## src/rtl/seg_display_scan.sv

```systemverilog
// Four-digit MM.SS seven-segment scan driver: synchronizes divider square waves,
// steps one digit per scan transition, and blanks the adjusted field at the blink rate.
module seg_display_scan #(
    parameter bit ACTIVE_LOW = 1'b1
) (
    input  logic       clk,
    input  logic       rst,
    input  logic       scan_tgl,
    input  logic       blink_tgl,
    input  logic [5:0] minutes,
    input  logic [5:0] seconds,
    input  logic       adj,
    input  logic       sel,
    output logic [3:0] an,
    output logic [6:0] seg,
    output logic       dp
);

    logic       s1, s2, s3;
    logic       b1, b2;
    logic       scan_pulse;
    logic       blink_on;
    logic [1:0] idx;
    logic       valid;
    logic [5:0] shadow_min;
    logic [5:0] shadow_sec;
    logic [5:0] field;
    logic [2:0] tens;
    logic [3:0] ones;
    logic [3:0] digit;
    logic       blank;

    function automatic logic [5:0] clamp59(input logic [5:0] v);
        return (v > 6'd59) ? 6'd59 : v;
    endfunction

    // Constant divide by ten over the 0-59 range only.
    function automatic logic [2:0] tens_of(input logic [5:0] v);
        if (v >= 6'd50) return 3'd5;
        if (v >= 6'd40) return 3'd4;
        if (v >= 6'd30) return 3'd3;
        if (v >= 6'd20) return 3'd2;
        if (v >= 6'd10) return 3'd1;
        return 3'd0;
    endfunction

    function automatic logic [3:0] ones_of(input logic [5:0] v, input logic [2:0] t);
        return 4'(v - ({t, 3'b000} + {2'b00, t, 1'b0}));
    endfunction

    function automatic logic [6:0] seg_decode(input logic [3:0] d);
        case (d)
            4'd0:    return 7'h3F;
            4'd1:    return 7'h06;
            4'd2:    return 7'h5B;
            4'd3:    return 7'h4F;
            4'd4:    return 7'h66;
            4'd5:    return 7'h6D;
            4'd6:    return 7'h7D;
            4'd7:    return 7'h07;
            4'd8:    return 7'h7F;
            4'd9:    return 7'h6F;
            default: return 7'h00;
        endcase
    endfunction

    assign scan_pulse = s2 ^ s3;
    assign blink_on   = b2;

    // Synchronizers, scan index and frame-start shadow capture
    always_ff @(posedge clk) begin
        if (rst) begin
            s1         <= 1'b0;
            s2         <= 1'b0;
            s3         <= 1'b0;
            b1         <= 1'b0;
            b2         <= 1'b0;
            idx        <= 2'd3;
            valid      <= 1'b0;
            shadow_min <= 6'd0;
            shadow_sec <= 6'd0;
        end else begin
            s1 <= scan_tgl;
            s2 <= s1;
            s3 <= s2;
            b1 <= blink_tgl;
            b2 <= b1;
            if (scan_pulse) begin
                idx <= idx + 2'd1;
                if (idx == 2'd3) begin
                    shadow_min <= clamp59(minutes);
                    shadow_sec <= clamp59(seconds);
                    valid      <= 1'b1;
                end
            end
        end
    end

    always_comb begin
        field = idx[1] ? shadow_min : shadow_sec;
        tens  = tens_of(field);
        ones  = ones_of(field, tens);
        digit = idx[0] ? {1'b0, tens} : ones;
        blank = adj && blink_on && (idx[1] != sel);
    end

    // Output register stage
    always_ff @(posedge clk) begin
        if (rst || !valid) begin
            an  <= {4{ACTIVE_LOW}};
            seg <= {7{ACTIVE_LOW}};
            dp  <= ACTIVE_LOW;
        end else begin
            an  <= (4'b0001 << idx) ^ {4{ACTIVE_LOW}};
            seg <= (blank ? 7'h00 : seg_decode(digit)) ^ {7{ACTIVE_LOW}};
            dp  <= (idx == 2'd2) ^ ACTIVE_LOW;
        end
    end

endmodule

```

## config.mk

```make
export PLATFORM = sky130hd
export DESIGN_NAME = seg_display_scan
export DESIGN_NICKNAME = d
export VERILOG_FILES = /design/src/rtl/seg_display_scan.sv
export SDC_FILE = /design/constraint.sdc
export NUM_CORES = 1
export LEC_CHECK = 0
export ABC_AREA = 0
export CAP_MARGIN = 5
export CORE_MARGIN = 2
export CORE_UTILIZATION = 56
export CTS_CLUSTER_DIAMETER = 100
export DETAILED_ROUTE_END_ITERATION = 8
export GPL_TIMING_DRIVEN = 0
export PLACE_DENSITY = 0.84
export SYNTH_ARGS = -nofsm -noshare
export SYNTH_HDL_FRONTEND = slang
export SYNTH_SLANG_ARGS = --single-unit
```

## constraint.sdc

```tcl
create_clock -name clk -period 9.09 [get_ports clk]
set_clock_uncertainty 0.1 [all_clocks]
set_input_delay 0.909 -clock clk [delete_from_list [all_inputs] [get_ports clk]]
set_output_delay 0.909 -clock clk [all_outputs]
set_load 0.05 [all_outputs]
```

== After elaboration in Yosys (flattened, before gate mapping) ==
Memory sizes are Yosys's and may differ from the RTL's.
Cells that the tools add are included.

* Add/sub/neg operators: 3
* $lt $le $gt $ge: 7
* Eq/ne operators: 3
* Shift operators: 1
* Muxes and demuxes: 31
* Bitwise logic cells: 4
* Reduce and logical (&&, ||, !) cells: 5

{| class="wikitable"
|+ Operator list
! cell !! count
|-
| 2-to-1 mux 3 bit || 10
|-
| 2-to-1 mux 6 bit || 3
|-
| 2-to-1 mux 1 bit || 15
|-
| 2-to-1 mux 7 bit || 2
|-
| >= comparator 6 x 5 -> 1 bit, second input constant || 2
|-
| >= comparator 6 bit, second input constant || 2
|-
| greater-than comparator 6 bit, second input constant || 2
|-
| NOT 7 bit || 1
|-
| >= comparator 6 x 4 -> 1 bit, second input constant || 1
|-
| adder 4 bit || 1
|-
| == test 2 bit, second input constant || 2
|-
| 2-to-1 mux 4 bit || 1
|-
| NOT 4 bit || 1
|-
| left shift 1 x 2 -> 4 bit, first input constant || 1
|-
| subtractor 4 bit || 1
|-
| adder 2 x 1 -> 2 bit, second input constant || 1
|-
| logical AND 1 bit || 2
|-
| AND reduction 2 bit || 1
|-
| zero test 1 bit || 1
|-
| logical OR 1 bit || 1
|-
| != test 1 bit || 1
|-
| NOT 1 bit || 1
|-
| XOR 1 bit || 1
|}

* Flip-flop bits (word level): 32
* Bits in read-only memories: 112
* Bits of input ports: 18
* Output and inout port bits: 12
* Logic and storage cells: 67
* Memories: 1

{| class="wikitable"
|+ Memories
! name !! depth !! width !! rd ports !! clocked after Yosys merged registers in !! write ports !! RTL line !! text
|-
| (name not given) || 16 || 7 || 1 || 0 || 0 || 52 || <nowiki>case (d)</nowiki>
|}

== Logic depth before layout (Yosys ltp) ==
An unclocked memory read counts as a cell.

* Depth after elaboration: 25
* Depth in mapped cells: 13
* Mapped depth without buffers: 12

== Worst setup path before layout ==
Ideal clock, no wire load.

* Path type: flip-flop to flip-flop
* From: register idx[1]
* To: register seg[3]
* Data arrival time: 2721 ps
* Data required time: 8852 ps
* Path slack: 6131 ps
* Stages on the path, launching flop included: 14
* Buffers on the path: 1
* Clock period less this slack: 2959 ps
* Cell sequence: dfxtp_1 -> buf_6 -> mux2_4 -> inv_4 -> nand2_1 -> o311a_1 -> or2_1 -> ha_1 -> mux2_2 -> inv_1 -> ha_1 -> mux2i_1 -> and2_1 -> o21ai_1

* Longest elaborated chain between the ends: 19
* Elaborated cells on any way between the ends: 39
* Classes of those cells: 2 x add/sub; 5 x order compare; 1 x eq/ne; 28 x mux; 1 x bitwise; 1 x reduce/logical; 1 x memory

{| class="wikitable"
|+ Ends and longest elaborated chain
! element !! RTL line !! text
|-
| start: declaration || 23 || <nowiki>logic [1:0] idx;</nowiki>
|-
| start signal: assignment || 89 || <nowiki>idx <= idx + 2'd1;</nowiki>
|-
| 2-to-1 mux 6 bit || 100 || <nowiki>field = idx[1] ? shadow_min : shadow_sec;</nowiki>
|-
| >= comparator 6 x 4 -> 1 bit || 43 || <nowiki>if (v >= 6'd10) return 3'd1;</nowiki>
|-
| 2-to-1 mux 1 bit (2 in a row) || 43 ||
|-
| 2-to-1 mux 1 bit || 42 || <nowiki>if (v >= 6'd20) return 3'd2;</nowiki>
|-
| 2-to-1 mux 1 bit || 41 || <nowiki>if (v >= 6'd30) return 3'd3;</nowiki>
|-
| 2-to-1 mux 1 bit || 40 || <nowiki>if (v >= 6'd40) return 3'd4;</nowiki>
|-
| 2-to-1 mux 3 bit || 44 || <nowiki>return 3'd0;</nowiki>
|-
| 2-to-1 mux 3 bit || 43 ||
|-
| [2 not listed] || n/a ||
|-
| 2-to-1 mux 3 bit || 40 ||
|-
| adder 4 bit || 48 || <nowiki>return 4'(v - ({t, 3'b000} + {2'b00, t, 1'b0}));</nowiki>
|-
| subtractor 4 bit || 48 ||
|-
| 2-to-1 mux 4 bit || 103 || <nowiki>digit = idx[0] ? {1'b0, tens} : ones;</nowiki>
|-
| memory read (16 x 7 bit) || n/a ||
|-
| 2-to-1 mux 7 bit || 109 || <nowiki>if (rst || !valid) begin</nowiki>
|-
| 2-to-1 mux 7 bit (*) || 115 || <nowiki>seg <= (blank ? 7'h00 : seg_decode(digit)) ^ {7{ACTIVE_LOW}};</nowiki>
|-
| NOT 7 bit (no line) (*) || n/a ||
|-
| end signal: assignment || 111 || <nowiki>seg <= {7{ACTIVE_LOW}};</nowiki>
|-
| end signal: assignment || 115 ||
|-
| end: declaration || 15 || <nowiki>output logic [6:0] seg,</nowiki>
|}

Mark *: on every way between the ends. The rest lies on a longest branch, timed or not. The select of a mux whose other input is x is not followed.
A chain may end at the register's enable or synchronous reset.

== Final worst setup path ==
Ends and elaborated chain as after synthesis.

==> results by stage <==
Route:
- Using the TritonRoute via totals, the vias-per-cell ratio works out to 5.76.
- After detailed routing, the total wire length is 3.41 mm.
- In the routed design, unresolved DRC markers number 2.
- The remaining number of nets flagged by the antenna check after routing is 0.
- The DRC violation total after the first TritonRoute iteration is between 60 and 70.
- The vias after detailed routing is 1445.
- The length of the first detailed-routing pass in iterations is 6.
- The routed length per instance is 13.6 um.

Floorplan:
- Once the floorplan was initialized, standard cells occupied 59.7% of the core.
- The total I/O pin count is 30.
- The horizontal extent of the die is 58.7 um.
- The floorplan core area is 0.00281 mm^2.
- The die outline area is 0.00344 mm^2.
- After floorplanning, the core was divided into 19 placement rows.
- The die is 58.7 um tall.

Timing:
- The transition at the pin with the smallest max-transition slack is around 0.63 ns.
- The hold violation count in the final report came to 0.
- The highest attainable clock frequency is 0.309 GHz.
- Measured against its own limit, the worst slew margin works out to 57.4%.
- Setup repair after global routing left no endpoint under its margin.
- The period utilization is 35.6%.
- The number of setup violations in the final report is 0.
- In the final timing run, aggregate negative setup slack is 0 ns.
- On the final layout, the worst hold slack is 0.347 ns.
- The final max-slew violation count is 0.
- The post-route minimum period is 3.23 ns.

Layout:
- The area added between synthesis and finish is 23.8%.
- The layout has ~220 filler cells.
- The flip-flop and latch area is 621 um^2.
- The total number of nets in the final design is 248.
- The number of antenna diodes is 0.
- The finished layout holds ~250 standard cells, fillers aside.
- Summing all multi-input logic gate instances after layout gives 982 um^2.
- The layout cell share with drive strength beyond 1 is 11.8%.
- The area of all placed cells without fillers is 0.00207 mm^2.

Clock network:
- The library cell used as clock root buffer is sky130_fd_sc_hd__clkbuf_4.
- The number of hold buffers added after CTS was 0.
- The H-tree depth is 2.
- The clock latency on the worst-skew pair is approximately 0.33 ns.
- The clock tree from TritonCTS is built.
- The register clock-pin slew on the reported worst setup and hold paths is 0.09 ns.
- The post-cts gate resize count is 0.
- The number of clock sinks is 31.
- The number of CTS-inserted buffers is 5.
- The worst-case clock buffer depth is 2.
- After clock tree synthesis, the setup repair step added 0 buffers.

Synth:
- The post-synthesis average cell area is ~9.1 um^2.
- The sequential fraction of the synthesis area is 37.1%.
- The number of enable flip-flop cells after synthesis is 0.
- After synthesis the cells add up to 0.00167 mm^2.
- The flop and latch count out of synthesis is 31.
- The total number of yosys warnings is 0.
- The most area-hungry cell type in the Yosys netlist is sky130_fd_sc_hd__dfxtp_1.
- In the synthesized netlist the dominant register cell turns out to be sky130_fd_sc_hd__dfxtp_1.
- Yosys attributes the largest share of cell area to sky130_fd_sc_hd__dfxtp_1 37%, sky130_fd_sc_hd__ha_1 8.2%, sky130_fd_sc_hd__nand2_1 6.3%.
- In the synthesized netlist, the number of instances is 183.
- The portion of synthesized cell area occupied by the leading cell type is approximately 37%.
- The unique cell type count in the Yosys netlist is 48.
- The synthesized net count is ~210.
- The share of async-settable or async-resettable flops after synthesis is 0%.

Place:
- The half-perimeter wire length after placement is 2.69 mm.
- The instance area after placement is approximately 0.0020 mm^2.
- During placement, the flow inserted port buffers numbering 29.
- The congestion estimate from routability-driven global placement came to 0.860.
- Counting tap cells, the placed design contains a total of about 240 instances.

Global routing:
- The number of antenna violations at the first check in global routing was 0.
- The via count of the first global-routing pass is 1426.
- Summed over all layers, the global routing overflow is 0.
- The maximum number of pins on one net before global-route repair is 11.
- The wire length of the first global-routing pass is 5.80 mm.
- The total routing usage reported by global routing is between 20% and 30%.

Job:
- The tool flagged a number of max-cap violations equal to 0.

Power:
- The largest voltage drop on the vdd net is 0.0909 mV.
- The power density normalized to cell area is between 150 and 200 mW/mm^2.
- After layout, the design draws a total of between 0.3 and 0.4 mW.
- The leakage dissipation is approximately 0.86 nW.

Worst setup path:
- Among all stages on the critical path, the largest delay is contributed by sky130_fd_sc_hd__dfxtp_1.
- The worst setup path is captured at a flip-flop.
- The signal on the critical path passes through buf_6, mux2i_1, buf_2, nor3_1, a31oi_1, inv_1, ha_1, and2_1, a32o_1, a211oi_2, mux2_4, nor2_4, o21ai_1.
- STA classifies the critical path startpoint as a flip-flop.
- The worst-path maximum fanout is 10.
- At the worst endpoint, the required time is 9.18 ns.
- The gate family responsible for the most delay along the worst path is compound AO/OA/AOI/OAI gates.
- The startpoint-to-endpoint class of the critical path is reg -> reg.
- For this run, the slowest stage of the critical path takes between 0.4 and 0.5 ns.
- The critical path contains buffers and inverters numbering 3 combined.
- The worst register-to-register path has a setup slack of 5.86 ns.
- At the worst endpoint, the arrival time is 3.33 ns.

Run status:
- The run finished, with violations left.
- The checks that failed: design-rule violations.

Worst hold path:
- The type of the tightest min-delay check is reg -> reg.
## layer usage
metal	GRT usage, %	wire length, um
met5	0	0
met4	6.82	83
met3	5.93	224
met2	43.0	1810
met1	22.6	1290
## report_power, final
part	switching, mW	internal [mW]
registers	0.00467	0.143
clock network	0.0441	0.0455
logic	0.0442	0.0355
total	0.0931	0.224
## worst paths after layout
kind                 end  cells after the start    from
hold reg to reg       s2                      1      s1
setup / recovery  seg[3]                     13  idx[1]
hold / removal        s2                      1      s1
setup reg to reg  seg[3]                     13  idx[1]
## state kept, by name, summed over array words and instances (netlist names), 2 cells and up
name,count
idx,2
an,3
shadow_sec,6
shadow_min,6
seg,7
## cell families (layout without fill, tap and decap cells)
logic type | after synthesis | in the layout | share of synthesized area, %
mux | 16 | 16 | 12.5
flops | 31 | 31 | 37.1
compound gates | 36 | 36 | 14.9
buf+inv | 15 | 52 | 4.26
xor+xnor | 4 | 4 | 2.09
fa+ha+maj | 11 | 11 | 8.22
simple gates | 70 | 70 | 21.0
## per-stage QoR
stage / utilization (%) / worst slack (ns)
final: 73.9 / 5.86
after global placement: 71.4 / 5.93
after CTS: 73.9 / 5.87
after detailed placement: 71.4 / 5.89
after global routing: 73.9 / 5.62
after floorplan: - / 6.13
## Yosys cell counts (4+ instances only)
cell type	instances
sky130_fd_sc_hd__dfxtp_1	31
sky130_fd_sc_hd__nand2_1	28
sky130_fd_sc_hd__ha_1	11
sky130_fd_sc_hd__a21oi_1	10
sky130_fd_sc_hd__nor3_1	10
sky130_fd_sc_hd__mux2i_1	7
sky130_fd_sc_hd__nor2_1	7
sky130_fd_sc_hd__o21ai_1	7
sky130_fd_sc_hd__nor2b_1	6
sky130_fd_sc_hd__and2_1	5
sky130_fd_sc_hd__inv_1	5
sky130_fd_sc_hd__clkbuf_1	4
sky130_fd_sc_hd__mux2_4	4
## cell usage in the layout, fill, tap and decap left out, types with 5 or more instances in the layout
| cell type | synthesis | layout |
|---|---|---|
| sky130_fd_sc_hd__dfxtp_1 | 31 | 31 |
| sky130_fd_sc_hd__clkdlybuf4s50_1 | 0 | 29 |
| sky130_fd_sc_hd__nand2_1 | 28 | 28 |
| sky130_fd_sc_hd__ha_1 | 11 | 11 |
| sky130_fd_sc_hd__nor3_1 | 10 | 10 |
| sky130_fd_sc_hd__a21oi_1 | 10 | 10 |
| sky130_fd_sc_hd__mux2i_1 | 7 | 7 |
| sky130_fd_sc_hd__nor2_1 | 7 | 7 |
| sky130_fd_sc_hd__o21ai_1 | 7 | 7 |
| sky130_fd_sc_hd__nor2b_1 | 6 | 6 |
| sky130_fd_sc_hd__inv_1 | 5 | 5 |
| sky130_fd_sc_hd__and2_1 | 5 | 5 |
| sky130_fd_sc_hd__clkbuf_1 | 4 | 5 |
| sky130_fd_sc_hd__clkbuf_4 | 0 | 5 |
## final cells by class
type                       instances  area share [%]
inverter                           8            1.57
clock buffer                       8            3.32
multi-input combinational        137            47.4
sequential                        31            30.0
tap                               31            1.87
timing repair buffer              29            14.0
buffer                             7            1.87
No activity file was read; power rests on OpenSTA's default activity.
